<file path="src/rtl/gf180mcu_fd_sc_mcu7t5v0__rcv_filt.sv">
// gf180mcu_fd_sc_mcu7t5v0__rcv_filt: synchronized, digitally filtered receiver; GF180MCU_FD_SC_RCV_EDGE_EN adds ZR/ZF edge pulses
module gf180mcu_fd_sc_mcu7t5v0__rcv_filt #(
  parameter int FILT_CYC = 4
) (
  input  logic CLK,
  input  logic RST,
  input  logic I,
  output logic Z,
  output logic ZR,
  output logic ZF
);
  localparam int CW = FILT_CYC > 1 ? $clog2(FILT_CYC) : 1;
  logic s1, s2, ld;
  logic [CW-1:0] cnt;
  assign ld = (s2 != Z) && (cnt == CW'(FILT_CYC - 1));
  always_ff @(posedge CLK) begin
    if (RST) begin
      s1  <= 1'b0;
      s2  <= 1'b0;
      cnt <= '0;
      Z   <= 1'b0;
    end else begin
      s1  <= I;
      s2  <= s1;
      cnt <= (s2 == Z || ld) ? '0 : cnt + CW'(1);
      Z   <= ld ? s2 : Z;
    end
  end
`ifdef GF180MCU_FD_SC_RCV_EDGE_EN
  always_ff @(posedge CLK) begin
    if (RST) begin
      ZR <= 1'b0;
      ZF <= 1'b0;
    end else begin
      ZR <= ld & s2;
      ZF <= ld & ~s2;
    end
  end
`else
  assign ZR = 1'b0;
  assign ZF = 1'b0;
`endif
endmodule
</file>
<file path="config.mk">
export PLATFORM = sky130hd
export DESIGN_NAME = gf180mcu_fd_sc_mcu7t5v0__rcv_filt
export DESIGN_NICKNAME = d
export VERILOG_FILES = /design/src/rtl/gf180mcu_fd_sc_mcu7t5v0__rcv_filt.sv
export SDC_FILE = /design/constraint.sdc
export NUM_CORES = 1
export LEC_CHECK = 0
export BUFFER_PORTS_ARGS = -buffer_cell sky130_fd_sc_hd__buf_2
export CAP_MARGIN = 20
export CORE_AREA = 3 3 40 42
export DETAILED_ROUTE_END_ITERATION = 16
export DIE_AREA = 0 0 43 45
export PLACE_DENSITY_LB_ADDON = 0.25
export SLEW_MARGIN = 20
export SYNTH_ARGS = -nofsm -noshare
export SYNTH_HDL_FRONTEND = slang
export SYNTH_SLANG_ARGS = --single-unit
</file>
<file path="constraint.sdc">
create_clock -name CLK -period 1.35 [get_ports CLK]
set_input_delay 0.27 -clock CLK [delete_from_list [all_inputs] [get_ports CLK]]
set_output_delay 0.27 -clock CLK [all_outputs]
set_load 0.02 [all_outputs]
</file>
Word level (Yosys, flattened, before mapping)
Index checks and enable logic that the tools add are counted.
Storage, ports and cells
  RAM bits: 0
  input bits: 3
  bits in read-only memories: 0
  latch bits: 0
  register bits: 5
  memories: 0
  word-level logic and storage cells: 11
  output and inout bits: 3
Operators by class
  eq/ne operators: 3
  mux-type cells: 0
  add/subtract/negate cells: 1
  divide/modulo/power cells: 0
  $lt $le $gt $ge: 0
  multipliers: 0
  shift-type cells: 0
  reductions and logical operators: 3
  bitwise logic cells: 0
Operators by type and width (count)
  2-bit by 1-bit adder with 2-bit output (second input constant): 1
  2-bit equality test (second input constant): 1
  2-bit OR reduction: 1
  1-bit equality test: 1
  1-bit logical AND: 1
  1-bit logical OR: 1
  1-bit != test: 1

Longest topological paths before layout
Gate-level depths: netlist of the first run.
  depth after elaboration: 4
  mapped depth: 3
  gate-level depth less buffers: 3

Worst setup path after synthesis of the first run
Ideal clock, no wire load.
  path type: register to register
  from: reg Z
  to: reg cnt[1]
  arrival time: 0.771 ns
  path slack: 0.492 ns
  required time: 1.263 ns
  clock period less this slack: 0.858 ns
  cell stages (with the launch flop): 3
  buffers on the path: 0
  library setup time: 0.087 ns
  path through: dfxtp_1 -> xnor2_1 -> nor4b_2
Between the ends
  longest elaborated chain between the ends: 4
  elaborated cells on any way between the ends: 5
  classes of those cells: 2 x eq/ne; 3 x reduce/logical
RTL lines
  start, declared: RTL line 8  | output logic Z,
  start signal, assigned: RTL line 26  | Z <= ld ? s2 : Z;
  1-bit != test: RTL line 15  | assign ld = (s2 != Z) && (cnt == CW'(FILT_CYC - 1));
  1-bit logical AND: RTL line 15
  1-bit logical OR *: RTL line 25  | cnt <= (s2 == Z || ld) ? '0 : cnt + CW'(1);
  2-bit OR reduction (no line) *
  end signal, assigned: RTL line 25
  end, declared: RTL line 14  | logic [CW-1:0] cnt;
Mark *: on every way between the ends. The rest lies on a longest branch, timed or not.
A chain may end at the register's enable or synchronous reset.

Final worst setup path of the first run
  from: reg Z
  to: out Z
No word-level cell between the ends.

==> out/metrics.cfg, run 1 <==
[global_route]
grt_antenna_before_repair = 0
grt_usage_pct = 3.83
grt_pass1_wl_um = 414
grt_max_degree = 6
grt_pass1_vias = 95
grt_overflow = 0

[finish]
final_cells = 37
syn2layout_area_growth_pct = 26.0
antenna_cells = 0
multi_input_area_um2 = 76.3
fin_nets = 27
drive_gt1_share_pct = 31.8
nFillCells = 144
regArea_um2 = 100

[detailed_routing]
wl_per_cell_um = 6.78
vias = 119
dr.pass1.iters = 2
drtAntennaViolNets = 0
wirelength_um = 251
drc = 0
vias_per_cell = 3.22
drtIter0Drc = 1

[logic_synthesis]
synth_area_leaders = dfxtp_1, buf_4, nor4b_2, ha_1, nor2b_1
ys_types = 10
yosysMostFrequentCell = dfxtp_1
synth_top_area_share_pct = 53.3
seq_area_frac_synth_pct = 53.3
netlist_area_um2 = 188
synth_edf_count = 0
synthCells = 16
synth.top_cells.by_count = dfxtp_1, buf_4, nor2b_1
yosysTopAreaCell = dfxtp_1
async_reset_ff_share_pct = 0
synth.avg_cell_area_um2 = 11.7
synthFlopType = dfxtp_1
ys_warn_count = 0
ys_seq_elements = 5

[timing]
post-route-period-util_pct = 76.2
fin_hold_ws_ns = 0.236
setup-tns-final_ns = 0
hold_viol = 0
fmax_mhz = 972
setup_viol = 0
rsz0062_at_grt = false
period_needed_ns = 1.03
timing.clock.skew_ns = 0.00601
finalMaxSlewViolations = 0

[setup_path]
slowest_stage = dfxtp_1
cp_cell_sequence = buf_2
worst-path-buf-inv = 1
max_stage_delay_ns = 0.35
critPathArrivalTime_ns = 0.76
r2r_setup_slack_ns = 0.43
end_kind = primary output
crit_fanout = 3
start_kind = flop
cp_top_family = flip-flops
crit_required_ns = 1.08
path_class = reg2out

[clock_network]
cts_setup_buffers = 0
htree_num_levels = 1
cts-resized-gates = 0
cts_buffers = 3
clk_pin_slew_worst_paths_ns = 0.05
holdBufCountCts = 0
clkLatencyLatePin_ns = 0.24
cts_tree = done
clock-sinks = 5
clk_path_buf_depth = 2
clockRootBuffer = clkbuf_4

[outcome]
outcome = completed

[power_and_ir_drop]
powerDensity_mw_per_mm2 = 1430
vdd_drop_max_uv = 558
p_leak_nw = 0.0970

[die]
core_area_mm2 = 0.00128
io_pins = 6
rows = 13
initial_core_util_pct = 14.6
die_w_um = 43
dieArea_mm2 = 0.00194
die_height_um = 45

[worst_hold_path]
hold_path.class = in2reg

[run]
maxCapViolCount = 0

[placement]
dp.cells = 33
io_buffers = 3
routabilityCongestion = 0.666

==> per-layer routing <==
metal  up-vias  track usage [%]  wire, um
met1        50             3.85       113
li1         61                -         -
met4         0             5.42         8
met5         -                0         0
met2         6             2.69        95
met3         2             4.78        34
==> cell families (layout without fill, tap and decap cells) <==
family / after synthesis / after routing / share of synthesized area (%)
XOR/XNOR: 1 / 1 / 4.67
AND/OR/NAND/NOR: 5 / 5 / 20.0
multiplexers: 1 / 1 / 5.33
flip-flops: 5 / 5 / 53.3
adder cells (fa/ha/maj): 1 / 1 / 6.67
buffers and inverters: 2 / 7 / 8.00
other: 1 / 2 / 2.00
==> power by group <==
group	switching, W	internal, W
Combinational	0.00000905	0.00000506
Clock	0.0000584	0.000112
Sequential	0.00000167	0.000152
==> through the flow <==
| stage | instance area [um^2] | power [W] | utilization (%) | setup slack (ns) |
|---|---|---|---|---|
| after global routing | 236 | 0.000363 | 18.4 | 0.270 |
| final | 236 | 0.000338 | 18.4 | 0.322 |
| after floorplan | 191 | 0.000169 | - | 0.492 |
| after CTS | 236 | 0.000349 | 18.4 | 0.306 |
| after global placement | 210 | 0.000170 | 16.4 | 0.453 |
| after detailed placement | 210 | 0.000170 | 16.4 | 0.452 |
==> layout make-up <==
cell class / count / area share (%)
clock buffers: 4 / 11.1
repair buffers: 3 / 6.35
well taps: 15 / 7.94
flip-flops and latches: 5 / 42.3
multi-input cells: 10 / 32.3
==> placed cells by master, fill, tap and decap left out <==
| cell | instances |
|---|---|
| dfxtp_1 | 5 |
| clkbuf_4 | 3 |
| buf_2 | 3 |
| nor2b_1 | 2 |
| conb_1 | 2 |
| mux2i_1 | 1 |
| nor2_1 | 1 |
| xnor2_1 | 1 |
| nor4b_2 | 1 |
| nor4_1 | 1 |
| ha_1 | 1 |
| clkbuf_1 | 1 |
==> registers in the layout, summed over array words and instances, names as in the netlist <==
name  cells
cnt       2
s2        1
s1        1
Z         1
==> final timing paths <==
check          from  depth (start not counted)      to
max               Z                          1       Z
max reg2reg  cnt[0]                          3       Z
min reg2reg  cnt[0]                          1  cnt[0]
min               I                          2      s1
==> worst register-to-register path: cells and delay by family (launching register included) <==
kind                     cells  cell delay, ns
multiplexers                 1            0.20
flip-flops                   1            0.33
adder cells (fa/ha/maj)      1            0.23
AND/OR/NAND/NOR              1            0.05
Power figures use the tool's default switching activity.
==> inputs of run 2 (changes only) <==
==> constraint.sdc (replaced) <==
create_clock -name CLK -period 1 [get_ports CLK]
set_input_delay 0.2 -clock CLK [delete_from_list [all_inputs] [get_ports CLK]]
set_output_delay 0.2 -clock CLK [all_outputs]
set_load 0.02 [all_outputs]
==> out/metrics.cfg, run 2 (synthesized netlist as in run 1, its figures left out) <==
[outcome]
outcome = completed

[timing]
period_needed_ns = 0.935
rsz0062_at_grt = false
hold_viol = 0  ; unchanged
setup_viol = 0  ; unchanged
setup-tns-final_ns = 0  ; unchanged
post-route-period-util_pct = 93.5
timing.clock.skew_ns = 0.00360  ; -0.00240 ns
finalMaxSlewViolations = 0  ; unchanged
fmax_mhz = 1070

[setup_path]
crit_fanout = 3  ; unchanged
path_class = reg2reg
crit_required_ns = 1.14  ; +0.06 ns
start_kind = flop
slowest_stage = dfxtp_1
max_stage_delay_ns = 0.31  ; -0.04 ns
worstRegToRegCells = 2  ; -1
setup.worst_path.start = cnt[0]
end_kind = flop
r2r-start = cnt[0]
reg2reg_to = cnt[0]
cp_cell_sequence = ha_1, nor4_1
critPathArrivalTime_ns = 1.07  ; +0.31 ns
r2r_setup_slack_ns = 0.06  ; -0.37 ns

[power_and_ir_drop]
powerDensity_mw_per_mm2 = 1890  ; +32%
p_leak_nw = 0.0974  ; +0.39%
vdd_drop_max_uv = 671  ; +20%

[clock_network]
cts_setup_buffers = 0  ; unchanged
clockRootBuffer = clkbuf_4
cts-resized-gates = 0  ; unchanged
clock-sinks = 5  ; unchanged
clk_path_buf_depth = 2  ; unchanged
cts_tree = done
holdBufCountCts = 0  ; unchanged
clk_pin_slew_worst_paths_ns = 0.04  ; about the same
cts_buffers = 3  ; unchanged
clkLatencyLatePin_ns = 0.24  ; about the same
htree_num_levels = 1  ; unchanged

[global_route]
grt_pass1_wl_um = 420  ; +1.4%
grt_overflow = 0  ; unchanged
grt_usage_pct = 3.66  ; -0.16 points
grt_max_degree = 6  ; unchanged
grt_pass1_vias = 117  ; +23%
grt_antenna_before_repair = 0  ; unchanged

[finish]
nFillCells = 148  ; +2.8%
final_common_cell = dfxtp_1
drive_gt1_share_pct = 36.4  ; +4.5 points
largest-register = cnt
largest_reg_flops = 2  ; unchanged
fin_area_um2 = 240  ; +1.6%
mostFrequentLayoutCells = dfxtp_1, clkbuf_4, nor2b_1, conb_1, buf_2
syn2layout_area_growth_pct = 28.0
fin_nets = 27  ; unchanged
antenna_cells = 0  ; unchanged

[placement]
routabilityCongestion = 0.663  ; -0.48%
placedInstanceArea_um2 = 210  ; unchanged
io_buffers = 3  ; unchanged
place.detailed.hpwl_um = 208

[worst_hold_path]
hold_end = s1
whs_path_depth = 2  ; unchanged
min_from = I
hold_path.class = in2reg

[die]
rows = 13  ; unchanged
io_pins = 6  ; unchanged
dieArea_mm2 = 0.00194  ; unchanged
initial_core_util_pct = 14.6  ; unchanged
core_area_mm2 = 0.00128  ; unchanged
die_height_um = 45  ; unchanged
die_w_um = 43  ; unchanged

[detailed_routing]
vias = 127  ; +6.7%
drc = 0  ; unchanged
wl_per_cell_um = 7.41  ; +9.2%
vias_per_cell = 3.43  ; +6.7%
dr.pass1.iters = 3  ; +1
wl_met1_um = 97  ; -14%
drtIter0Drc = 1  ; unchanged
drtAntennaViolNets = 0  ; unchanged
met3_length_um = 37  ; +8.8%
wirelength_um = 274  ; +9.2%
route.top_layer_used = met3
wl_met2_um = 139  ; +46%

[run]
maxCapViolCount = 0  ; unchanged

-- run 2: changes by cell type in the layout (fill, tap and decap cells not counted) --
cell     delta
buf_2       -1
buf_4       +1
dfxtp_1     -1
dfxtp_2     +1
-- run 2: per-layer routing --
metal	vias up	GRT usage (%)
met5	-	0
met4	0	1.81
met3	0	5.98
met2	6	4.79
met1	61	2.41
li1	60	-
-- run 2: critical path, delay by kind of cell (launching register included) --
| family | cells | cell delay (ns) |
|---|---|---|
| adders and majority gates | 1 | 0.24 |
| DFF | 1 | 0.31 |
| and+or+nand+nor | 1 | 0.28 |
-- run 2: how the worst max path moves through the flow --
stage,end,slack [ns]
floorplan,cnt[1],0.14
global placement,Z,0.11
detailed placement,Z,0.09
CTS,Z,0.02
global route,cnt[0],0.009
finish,cnt[0],0.06
-- run 2: per-stage QoR --
step	std cells	hold slack, ns	setup slack (ns)	utilization [%]	total power (W)
global route	37	0.198	0.00873	18.7	0.000485
global placement	33	0.414	0.106	16.4	0.000229
finish	37	0.172	0.0650	18.7	0.000454
detailed placement	33	0.415	0.0882	16.4	0.000230
CTS	37	0.168	0.0232	18.4	0.000462
floorplan	17	0.272	0.142	-	0.000229
-- run 2: area by class of cell --
class / count / area, um^2 / area share [%]
repair buffers: 3 / 17.5 / 7.29
multi-input cells: 10 / 76.3 / 31.8
well taps: 15 / 18.8 / 7.81
flip-flops and latches: 5 / 101 / 42.2
clock buffers: 4 / 26.3 / 10.9
-- run 2: power breakdown --
| group | total (W) | switching [W] | internal [W] | leakage [nW] |
|---|---|---|---|---|
| Combinational | 0.0000195 | 0.0000125 | 0.00000693 | 0.0411 |
| Clock | 0.000227 | 0.0000767 | 0.000150 | 0.0150 |
| Sequential | 0.000207 | 0.00000201 | 0.000205 | 0.0413 |
==> inputs of run 3 (changes only) <==
==> constraint.sdc (replaced) <==
create_clock -name CLK -period 0.9 [get_ports CLK]
set_input_delay 0.18 -clock CLK [delete_from_list [all_inputs] [get_ports CLK]]
set_output_delay 0.18 -clock CLK [all_outputs]
set_load 0.02 [all_outputs]
==> out/metrics.cfg, run 3 (synthesized netlist as in run 1, its figures left out) <==
[die]
rows = 13  ; unchanged
io_pins = 6  ; unchanged
dieArea_mm2 = 0.00194  ; unchanged
die_height_um = 45  ; unchanged
die_w_um = 43  ; unchanged
core_area_mm2 = 0.00128  ; unchanged
initial_core_util_pct = 14.6  ; unchanged

[power_and_ir_drop]
internal-power_w = 0.000404  ; +11%
clock_power_share_pct = 49.8  ; -0.2 points
combPwrFrac_pct = 4.6  ; +0.3 points
vdd_drop_max_uv = 746  ; +11%
swShare_pct = 20.3  ; +0.22 points
p_switching_w = 0.000103  ; +13%
power_frac_seq_pct = 45.7  ; about the same
p_leak_nw = 0.0964  ; -0.96%
powerDensity_mw_per_mm2 = 1920  ; +1.6%

[setup_path]
end_kind = primary output
worstRegToRegCells = 2  ; unchanged
r2r_setup_slack_ns = 0.04  ; -0.02 ns
cp_top_family = flip-flops
r2r-start = cnt[0]
reg2reg_to = cnt[0]
path_class = reg2out
max_stage_delay_ns = 0.35  ; +0.04 ns
worst-path-buf-inv = 1  ; +1
critPathArrivalTime_ns = 0.70  ; -0.37 ns
crit_fanout = 3  ; unchanged
crit_required_ns = 0.72  ; -0.42 ns
slowest_stage = dfxtp_2
cp_cell_sequence = buf_6
start_kind = flop
setup.worst_path.start = Z

[placement]
io_buffers = 3  ; unchanged
routabilityCongestion = 0.663  ; unchanged
dpl_worst_slack_ns = -0.0118  ; -0.100 ns
place.detailed.hpwl_um = 208  ; unchanged

[timing]
post-route-period-util_pct = 97.7
rsz0062_at_grt = true
setup_viol = 0  ; unchanged
period_needed_ns = 0.879
worst_slack_ns = 0.0208  ; -0.0442 ns
hold_viol = 0  ; unchanged
finalMaxSlewViolations = 0  ; unchanged
timing.clock.skew_ns = 0.00361  ; +0.0000116 ns
fmax_mhz = 1140

[run]
maxCapViolCount = 0  ; unchanged

[global_route]
grt_antenna_before_repair = 0  ; unchanged
grt_usage_pct = 3.66  ; unchanged
grt_max_degree = 6  ; unchanged
grt_pass1_vias = 116  ; -0.85%
grt_pass1_wl_um = 420  ; unchanged
grt_overflow = 0  ; unchanged

[finish]
largest-register = cnt
syn2layout_area_growth_pct = 40.7
mostFrequentLayoutCells = clkbuf_4, dfxtp_1
antenna_cells = 0  ; unchanged
fin_nets = 27  ; unchanged
drive_gt1_share_pct = 50.0  ; +14 points
postLayoutCoreUtil_pct = 20.5  ; +1.9 points
largest_reg_flops = 2  ; unchanged

[clock_network]
clk_pin_slew_worst_paths_ns = 0.04  ; about the same
htree_num_levels = 1  ; unchanged
clkLatencyLatePin_ns = 0.24  ; about the same
clk_path_buf_depth = 2  ; unchanged
clock-sinks = 5  ; unchanged
clockRootBuffer = clkbuf_4
cts_buffers = 3  ; unchanged
holdBufCountCts = 0  ; unchanged
cts_tree = done

[detailed_routing]
drtIter0Drc = 2  ; +1
vias = 125  ; -1.6%
drtAntennaViolNets = 0  ; unchanged
vias_per_cell = 3.38  ; -1.6%
wl_met1_um = 108  ; +11%
dr.pass1.iters = 3  ; unchanged
route.top_layer_used = met3
met3_length_um = 37  ; unchanged
wl_per_cell_um = 7.62  ; +2.9%
drc = 0  ; unchanged
wirelength_um = 282  ; +2.9%
wl_met2_um = 135  ; -2.9%

[worst_hold_path]
hold_end = s1
min_from = I
hold_path.class = in2reg
whs_path_depth = 2  ; unchanged

[outcome]
outcome = completed

run 3: cell counts in the layout (fill, tap and decap cells not counted):
Identical to the previous run, type by type.
run 3: worst reg2reg max path, stage by stage, from the launching register on:
cell     delay (ns)
dfxtp_2        0.33
ha_4           0.17
nor4_2         0.26
run 3: power groups by stage:
stage          Combinational, W  Sequential [W]  Clock [W]
3_3_place_gp          0.0000208        0.000234          0
6_report              0.0000231        0.000231   0.000252
2_1_floorplan         0.0000204        0.000234          0
5_1_grt               0.0000260        0.000231   0.000285
4_1_cts               0.0000218        0.000231   0.000262
3_5_place_dp          0.0000217        0.000234          0
run 3: per-stage QoR:
stage	hold slack [ns]	cell area, um^2	instances	TNS, ns	total power [W]
detailed placement	0.395	210	33	-0.0206	0.000256
global placement	0.400	210	33	0	0.000255
finish	0.152	264	37	0	0.000507
global route	0.178	264	37	-0.0153	0.000542
floorplan	0.252	191	17	0	0.000254
CTS	0.148	244	37	-0.0174	0.000514
run 3: repair_timing:
item / CTS / global route
buffers inserted: 0 / 0
gates resized for setup: 4 / 3
setup endpoints to repair: 4 / 4
pin swaps: 1 / 0
run 3: worst max-delay path by stage:
stage                     cells past startpoint  slack (ns)     end
after global routing                          1       -0.01       Z
after CTS                                     2       -0.02  cnt[0]
after detailed placement                      3       -0.01       Z
final                                         1        0.02       Z
after global placement                        3       0.006       Z
after floorplan                               2        0.04  cnt[1]
run 3: routing by layer:
metal | global-route usage, % | vias up
met4 | 1.81 | 0
met2 | 4.79 | 6
li1 | - | 60
met1 | 2.41 | 59
met3 | 5.98 | 0
met5 | 0 | -
run 3: layout make-up:
class | count | area (um^2)
clock buffers | 4 | 26.3
fillers | 144 | 1020
multi-input cells | 10 | 95.1
flip-flops and latches | 5 | 103
well taps | 15 | 18.8
repair buffers | 3 | 21.3
